$ cat src/rtl/sum_arb_if.sv
// ---------------------------------------------------------------------------
// sum_arb_if
// Bundles the requester channels and the result channel of sum_arbiter.
//   req_valid/req_ready/req_data/req_last : per-requester element streams
//   res_valid/res_ready                    : result handshake
//   res_data/res_id/res_count              : sum, owning requester, beat count
//   res_len_err/res_timeout                : job-termination flags
//   busy                                   : arbiter not idle
// Modports:
//   master : requesters + result consumer (drives req_* and res_ready)
//   slave  : the arbiter itself
// ---------------------------------------------------------------------------
interface sum_arb_if #(
    parameter int DATA_WIDTH = 32,
    parameter int NUM_REQ    = 4,
    parameter int MAX_LEN    = 8
);
    localparam int RESULT_WIDTH = DATA_WIDTH + $clog2(MAX_LEN);
    localparam int ID_WIDTH     = $clog2(NUM_REQ);
    localparam int CNT_WIDTH    = $clog2(MAX_LEN + 1);

    logic [NUM_REQ-1:0]                 req_valid;
    logic [NUM_REQ-1:0]                 req_ready;
    logic [NUM_REQ-1:0][DATA_WIDTH-1:0] req_data;
    logic [NUM_REQ-1:0]                 req_last;

    logic                    res_valid;
    logic                    res_ready;
    logic [RESULT_WIDTH-1:0] res_data;
    logic [ID_WIDTH-1:0]     res_id;
    logic [CNT_WIDTH-1:0]    res_count;
    logic                    res_len_err;
    logic                    res_timeout;
    logic                    busy;

    modport master (
        output req_valid, req_data, req_last, res_ready,
        input  req_ready, res_valid, res_data, res_id, res_count,
               res_len_err, res_timeout, busy
    );

    modport slave (
        input  req_valid, req_data, req_last, res_ready,
        output req_ready, res_valid, res_data, res_id, res_count,
               res_len_err, res_timeout, busy
    );
endinterface

$ cat src/rtl/sum_arbiter.sv
// ---------------------------------------------------------------------------
// sum_arbiter
// Round-robin arbiter that shares one sequential accumulator among NUM_REQ
// requesters. The granted requester streams up to MAX_LEN unsigned elements;
// the sum is returned tagged with the requester id, the beat count and the
// reason the job ended.
//
// Ports:
//   clk  : clock, rising edge
//   rst  : synchronous reset, active low
//   bus  : sum_arb_if.slave (requester streams, result channel, busy)
//
// Optional feature (compile-time macro SUM_ARB_TIMEOUT_EN):
//   defined   -> stall watchdog ends a job after TIMEOUT_CYCLES consecutive
//                cycles in ACCUM without an accepted beat (res_timeout = 1)
//   undefined -> no watchdog, res_timeout is constant 0
// ---------------------------------------------------------------------------
module sum_arbiter #(
    parameter int DATA_WIDTH     = 32,
    parameter int NUM_REQ        = 4,
    parameter int MAX_LEN        = 8,
    parameter int TIMEOUT_CYCLES = 16
) (
    input  logic      clk,
    input  logic      rst,
    sum_arb_if.slave  bus
);
    localparam int RESULT_WIDTH = DATA_WIDTH + $clog2(MAX_LEN);
    localparam int ID_WIDTH     = $clog2(NUM_REQ);
    localparam int CNT_WIDTH    = $clog2(MAX_LEN + 1);

    typedef enum logic [1:0] {
        S_IDLE   = 2'd0,
        S_ACCUM  = 2'd1,
        S_RESULT = 2'd2
    } state_t;

    state_t                  state_reg,       state_next;
    logic [ID_WIDTH-1:0]     grant_reg,       grant_next;
    logic [ID_WIDTH-1:0]     last_grant_reg,  last_grant_next;
    logic [RESULT_WIDTH-1:0] acc_reg,         acc_next;
    logic [CNT_WIDTH-1:0]    count_reg,       count_next;
    logic [RESULT_WIDTH-1:0] res_data_reg,    res_data_next;
    logic [ID_WIDTH-1:0]     res_id_reg,      res_id_next;
    logic [CNT_WIDTH-1:0]    res_count_reg,   res_count_next;
    logic                    res_len_err_reg, res_len_err_next;

`ifdef SUM_ARB_TIMEOUT_EN
    localparam int STALL_WIDTH = $clog2(TIMEOUT_CYCLES + 1);
    logic [STALL_WIDTH-1:0]  stall_reg,       stall_next;
    logic                    res_timeout_reg, res_timeout_next;
`endif

    // Round-robin pick: scan offsets NUM_REQ down to 1 so the lowest offset
    // from last_grant_reg+1 is the one that sticks.
    logic                sel_found;
    logic [ID_WIDTH-1:0] sel_idx;

    always_comb begin
        sel_found = 1'b0;
        sel_idx   = '0;
        for (int k = NUM_REQ; k >= 1; k--) begin
            if (bus.req_valid[(int'(last_grant_reg) + k) % NUM_REQ]) begin
                sel_found = 1'b1;
                sel_idx   = ID_WIDTH'((int'(last_grant_reg) + k) % NUM_REQ);
            end
        end
    end

    // Ready is a pure decode of registered state: no path from req_valid.
    generate
        for (genvar gi = 0; gi < NUM_REQ; gi++) begin : g_ready
            assign bus.req_ready[gi] = (state_reg == S_ACCUM) &&
                                       (grant_reg == ID_WIDTH'(gi));
        end
    endgenerate

    logic                    beat;
    logic [RESULT_WIDTH-1:0] beat_sum;
    logic [CNT_WIDTH-1:0]    beat_cnt;

    assign beat     = (state_reg == S_ACCUM) && bus.req_valid[grant_reg];
    assign beat_sum = acc_reg + RESULT_WIDTH'(bus.req_data[grant_reg]);
    assign beat_cnt = count_reg + 1'b1;

    always_comb begin
        state_next       = state_reg;
        grant_next       = grant_reg;
        last_grant_next  = last_grant_reg;
        acc_next         = acc_reg;
        count_next       = count_reg;
        res_data_next    = res_data_reg;
        res_id_next      = res_id_reg;
        res_count_next   = res_count_reg;
        res_len_err_next = res_len_err_reg;
`ifdef SUM_ARB_TIMEOUT_EN
        stall_next       = stall_reg;
        res_timeout_next = res_timeout_reg;
`endif

        unique case (state_reg)
            S_IDLE: begin
                if (sel_found) begin
                    grant_next = sel_idx;
                    acc_next   = '0;
                    count_next = '0;
`ifdef SUM_ARB_TIMEOUT_EN
                    stall_next = '0;
`endif
                    state_next = S_ACCUM;
                end
            end

            S_ACCUM: begin
                if (beat) begin
                    acc_next   = beat_sum;
                    count_next = beat_cnt;
`ifdef SUM_ARB_TIMEOUT_EN
                    stall_next = '0;
`endif
                    // A full-length list without last still closes the job;
                    // the requester's next beat starts a fresh one.
                    if (bus.req_last[grant_reg] ||
                        (count_reg == CNT_WIDTH'(MAX_LEN - 1))) begin
                        res_data_next    = beat_sum;
                        res_id_next      = grant_reg;
                        res_count_next   = beat_cnt;
                        res_len_err_next = ~bus.req_last[grant_reg];
`ifdef SUM_ARB_TIMEOUT_EN
                        res_timeout_next = 1'b0;
`endif
                        last_grant_next  = grant_reg;
                        state_next       = S_RESULT;
                    end
                end
`ifdef SUM_ARB_TIMEOUT_EN
                else if (stall_reg == STALL_WIDTH'(TIMEOUT_CYCLES - 1)) begin
                    // Watchdog expiry reports whatever was gathered so far.
                    res_data_next    = acc_reg;
                    res_id_next      = grant_reg;
                    res_count_next   = count_reg;
                    res_len_err_next = 1'b0;
                    res_timeout_next = 1'b1;
                    last_grant_next  = grant_reg;
                    state_next       = S_RESULT;
                end else begin
                    stall_next = stall_reg + 1'b1;
                end
`endif
            end

            S_RESULT: begin
                if (bus.res_ready) begin
                    state_next = S_IDLE;
                end
            end

            default: begin
                state_next = S_IDLE;
            end
        endcase
    end

    always_ff @(posedge clk) begin
        if (!rst) begin
            state_reg       <= S_IDLE;
            grant_reg       <= '0;
            last_grant_reg  <= ID_WIDTH'(NUM_REQ - 1);
            acc_reg         <= '0;
            count_reg       <= '0;
            res_data_reg    <= '0;
            res_id_reg      <= '0;
            res_count_reg   <= '0;
            res_len_err_reg <= 1'b0;
`ifdef SUM_ARB_TIMEOUT_EN
            stall_reg       <= '0;
            res_timeout_reg <= 1'b0;
`endif
        end else begin
            state_reg       <= state_next;
            grant_reg       <= grant_next;
            last_grant_reg  <= last_grant_next;
            acc_reg         <= acc_next;
            count_reg       <= count_next;
            res_data_reg    <= res_data_next;
            res_id_reg      <= res_id_next;
            res_count_reg   <= res_count_next;
            res_len_err_reg <= res_len_err_next;
`ifdef SUM_ARB_TIMEOUT_EN
            stall_reg       <= stall_next;
            res_timeout_reg <= res_timeout_next;
`endif
        end
    end

    assign bus.res_valid   = (state_reg == S_RESULT);
    assign bus.busy        = (state_reg != S_IDLE);
    assign bus.res_data    = res_data_reg;
    assign bus.res_id      = res_id_reg;
    assign bus.res_count   = res_count_reg;
    assign bus.res_len_err = res_len_err_reg;
`ifdef SUM_ARB_TIMEOUT_EN
    assign bus.res_timeout = res_timeout_reg;
`else
    assign bus.res_timeout = 1'b0;
`endif

endmodule

$ cat src/flat_wrapper.sv
// flat-port wrapper written by rule: the top's interface ports become plain ports
module sum_arbiter_flat 
#(
    parameter int DATA_WIDTH     = 32,
    parameter int NUM_REQ        = 4,
    parameter int MAX_LEN        = 8,
    parameter int TIMEOUT_CYCLES = 16
)
  (clk, rst, bus_req_valid, bus_req_data, bus_req_last, bus_res_ready, bus_req_ready, bus_res_valid, bus_res_data, bus_res_id, bus_res_count, bus_res_len_err, bus_res_timeout, bus_busy);
  sum_arb_if #(.DATA_WIDTH(DATA_WIDTH), .NUM_REQ(NUM_REQ), .MAX_LEN(MAX_LEN)) bus_i ();
  input  logic clk;
  input  logic rst;
  input wire logic [$bits(bus_i.req_valid)-1:0] bus_req_valid;
  input wire logic [$bits(bus_i.req_data)-1:0] bus_req_data;
  input wire logic [$bits(bus_i.req_last)-1:0] bus_req_last;
  input wire logic [$bits(bus_i.res_ready)-1:0] bus_res_ready;
  output wire logic [$bits(bus_i.req_ready)-1:0] bus_req_ready;
  output wire logic [$bits(bus_i.res_valid)-1:0] bus_res_valid;
  output wire logic [$bits(bus_i.res_data)-1:0] bus_res_data;
  output wire logic [$bits(bus_i.res_id)-1:0] bus_res_id;
  output wire logic [$bits(bus_i.res_count)-1:0] bus_res_count;
  output wire logic [$bits(bus_i.res_len_err)-1:0] bus_res_len_err;
  output wire logic [$bits(bus_i.res_timeout)-1:0] bus_res_timeout;
  output wire logic [$bits(bus_i.busy)-1:0] bus_busy;
  assign bus_i.req_valid = bus_req_valid;
  assign bus_i.req_data = bus_req_data;
  assign bus_i.req_last = bus_req_last;
  assign bus_i.res_ready = bus_res_ready;
  assign bus_req_ready = bus_i.req_ready;
  assign bus_res_valid = bus_i.res_valid;
  assign bus_res_data = bus_i.res_data;
  assign bus_res_id = bus_i.res_id;
  assign bus_res_count = bus_i.res_count;
  assign bus_res_len_err = bus_i.res_len_err;
  assign bus_res_timeout = bus_i.res_timeout;
  assign bus_busy = bus_i.busy;
  sum_arbiter #(.DATA_WIDTH(DATA_WIDTH), .NUM_REQ(NUM_REQ), .MAX_LEN(MAX_LEN), .TIMEOUT_CYCLES(TIMEOUT_CYCLES)) u_core (.clk(clk), .rst(rst), .bus(bus_i));
endmodule
$ cat config.mk
export PLATFORM = sky130hd
export DESIGN_NAME = sum_arbiter_flat
export DESIGN_NICKNAME = d
export VERILOG_FILES = /design/src/rtl/sum_arb_if.sv /design/src/rtl/sum_arbiter.sv /design/src/flat_wrapper.sv
export SDC_FILE = /design/constraint.sdc
export NUM_CORES = 1
export LEC_CHECK = 0
export ABC_AREA = 0
export CAP_MARGIN = 0
export CORE_UTILIZATION = 47
export DETAILED_ROUTE_END_ITERATION = 12
export GPL_TIMING_DRIVEN = 0
export PLACE_DENSITY_LB_ADDON = 0.12
export SLEW_MARGIN = 20
export SYNTH_ARGS = -nofsm -noshare
export SYNTH_HDL_FRONTEND = slang
export SYNTH_SLANG_ARGS = --single-unit
$ cat constraint.sdc
create_clock -name clk -period 5.1 [get_ports clk]
set_clock_uncertainty 0.1 [all_clocks]
set_input_delay 0.765 -clock clk [delete_from_list [all_inputs] [get_ports clk]]
set_output_delay 0.765 -clock clk [all_outputs]
set_load 0.005 [all_outputs]
==> flow_summary.ini <==
[placed_design]
place_hpwl_um = 15200
io_buffers = 186
gp_congestion = 0.949

[sta]
slew-limit-headroom = 0.545
tightest_slew_ns = 0.682
rsz0062_at_grt = false
finalHoldViolCount = 0
min_period_over_period = 0.946
min_period_ns = 4.83
holdWs_ns = 0.355
fmax_mhz = 207
tns_ns = 0
maxSlewViolCount = 0
final-setup-viol-count = 0

[clock_network]
cts_buffers = 9
cts_setup_buffers = 0
clk_latency_ns = 0.35
post_cts_resized = 0
cts_sinks = 87
root_buffer = clkbuf_16
cts_hold_buf = 0
cts_tree = built
ctsHtreeMaxLevel = 3
clk_pin_slew_worst_paths_ns = 0.07
clock_path_buffers = 2

[yosys]
synth_edf_count = 0
yosys_most_used_dff = dfxtp_1
synth_area_um2 = 5830
yosysTopAreaCell = dfxtp_1
synth-seq-cells = 87
yosysSeqAreaShare = 0.299
synth_top_area_share = 0.299
synthDistinctLibCells = 60
netlist_top_cells_area = dfxtp_1 (30%), mux4_2 (13%), a21oi_1 (7.6%)
synthArstFlopShare = 0
synth_fp_nets = 869
netlist_instances = 696
syn_avg_cell_area_um2 = 8.38
ys_warn_count = 0

[min_path]
hp-start = u_core.bus.res_data[9]
hp-class = reg2reg
min_path_cells = 2
min_to = u_core.bus.res_data[9]

[pwr]
power_frac_comb = 0.385
power.internal_uw = 1680
ir_drop_mv = 0.172
p_seq_frac = 0.303
p_total_uw = 2550
p_per_area_nw_per_um2 = 309
switching_share = 0.342
p_clk_frac = 0.312
p_leak_uw = 0.00307
p_sw_uw = 870

[worst_setup_path]
ff2ff_setup_slack_ns = 0.27
worstReg2RegStart = u_core.grant_reg[0]
cp-end-kind = flip-flop
required_ns = 5.25
reg2reg_depth = 13
arrival_ns = 4.98
cp_max_fo = 15
startpoint = u_core.grant_reg[0]
setup.worst_path.start_class = flip-flop
r2r-end = u_core.acc_reg[28]
path_class = reg2reg

[grt]
grt_use_met1 = 0.369
grt_max_degree = 16
use_met3 = 0.0622
grt.total_usage = 0.308
grt_pass1_wl_um = 30500
use_met2 = 0.535
gr-total-overflow = 0
top_usage_layer = met2
antenna_found_initial = 0
grt_pass1_vias = 6084

[drt]
drt.antenna.violating_nets = 0
detail_route.wl_per_cell_um = 18.3
viasPerCell = 5.83
drcViolationCount = 0
vias = 6208
routed_wl_um = 19500
drtIter0Drc = 414
dr.pass1.iters = 5

[floorplan]
core_um2 = 12100
num_rows = 40
die_area_um2 = 12900
die_x_um = 113
start_util = 0.483
ios = 188
die_h_um = 113

[status]
outcome = finished, final reports clean

[final_layout]
num_antenna_cells = 0
mostFrequentLayoutCell = clkdlybuf4s50_1
utilization = 0.684
drive_gt1_frac = 0.0914
layout_common_cells = clkdlybuf4s50_1 (186), nand2_1 (102), a21oi_1 (88)
area_growth_pct = 41.6
finalNetCount = 1065

[job]
drv_cap = 0
## critical path: stages (launching register included)
cell,delay (ns)
dfxtp_1,0.30
buf_2,0.42
buf_1,0.51
mux4_2,0.59
ha_1,0.24
fa_1,0.44
a211oi_1,0.32
o21bai_1,0.20
o211ai_1,0.46
nand3_1,0.19
a31oi_1,0.39
o21a_1,0.24
mux2i_1,0.11
a31o_2,0.21
## per-layer routing
layer  wire (um)  share of wire
met5           0              0
met4         579          0.030
met3        1440          0.074
met2        9520           0.49
met1        7950           0.41
## how the worst max path moves through the flow
stage / end / cells past startpoint
after global placement: u_core.acc_reg[23] / 13
after detailed placement: u_core.acc_reg[23] / 13
after global routing: u_core.acc_reg[28] / 13
after CTS: u_core.acc_reg[23] / 13
final: u_core.acc_reg[28] / 13
after floorplan: u_core.bus.res_data[31] / 13
## area by class of cell
type,instances,area [um^2]
tap,168,210
timing repair buffer,186,1860
clock buffer,10,239
fill,1005,3810
multi-input combinational,545,3820
sequential,87,1740
buffer,46,198
clock inverter,6,115
inverter,17,63.8
## logic make-up (layout without fill, tap and decap cells)
kind of cell             count (synthesis)  after routing  share of synthesized area
AO/OA/AOI/OAI                          203            203                      0.218
adder cells (fa/ha/maj)                 34             34                     0.0743
AND/OR/NAND/NOR                        242            242                      0.187
XOR/XNOR                                27             27                     0.0406
flip-flops                              87             87                      0.299
other                                    1              1                   0.000643
multiplexers                            38             38                      0.136
buffers and inverters                   64            265                     0.0451
## Yosys cell counts, types with 3 or more instances
cell type / number
a21o_1: 11
mux2i_1: 4
a31oi_1: 8
a21oi_1: 88
nor2b_1: 5
xnor2_1: 20
xor2_1: 7
a211oi_1: 10
and3_1: 3
clkbuf_1: 27
mux4_2: 33
nor3_1: 9
a22oi_1: 9
o21ai_1: 6
nand2_1: 102
inv_1: 17
buf_2: 15
o221ai_1: 4
o21bai_1: 5
dfxtp_1: 87
or3_1: 4
o211ai_1: 8
o21a_1: 4
buf_1: 4
nand3_1: 28
a31o_2: 4
ha_1: 33
o21ai_0: 27
nand2b_1: 4
nand4_1: 17
nor2_1: 57
## power by group through the flow
| stage | clock (uW) | sequential (uW) | combinational, uW |
|---|---|---|---|
| 4_1_cts | 797 | 771 | 971 |
| 5_1_grt | 824 | 777 | 1060 |
| 3_3_place_gp | 0 | 783 | 944 |
| 6_report | 795 | 771 | 980 |
| 2_1_floorplan | 0 | 780 | 614 |
| 3_5_place_dp | 0 | 786 | 963 |
## through the flow
stage                     instance area (um^2)  setup WS, ns  cells
after global placement                    7900         0.154   1050
final                                     8250         0.275   1065
after global routing                      8250        0.0431   1065
after floorplan                           5830          1.13    696
after CTS                                 8260        0.0794   1066
after detailed placement                  7900        0.0556   1050
(Power assumes the default switching activity.)
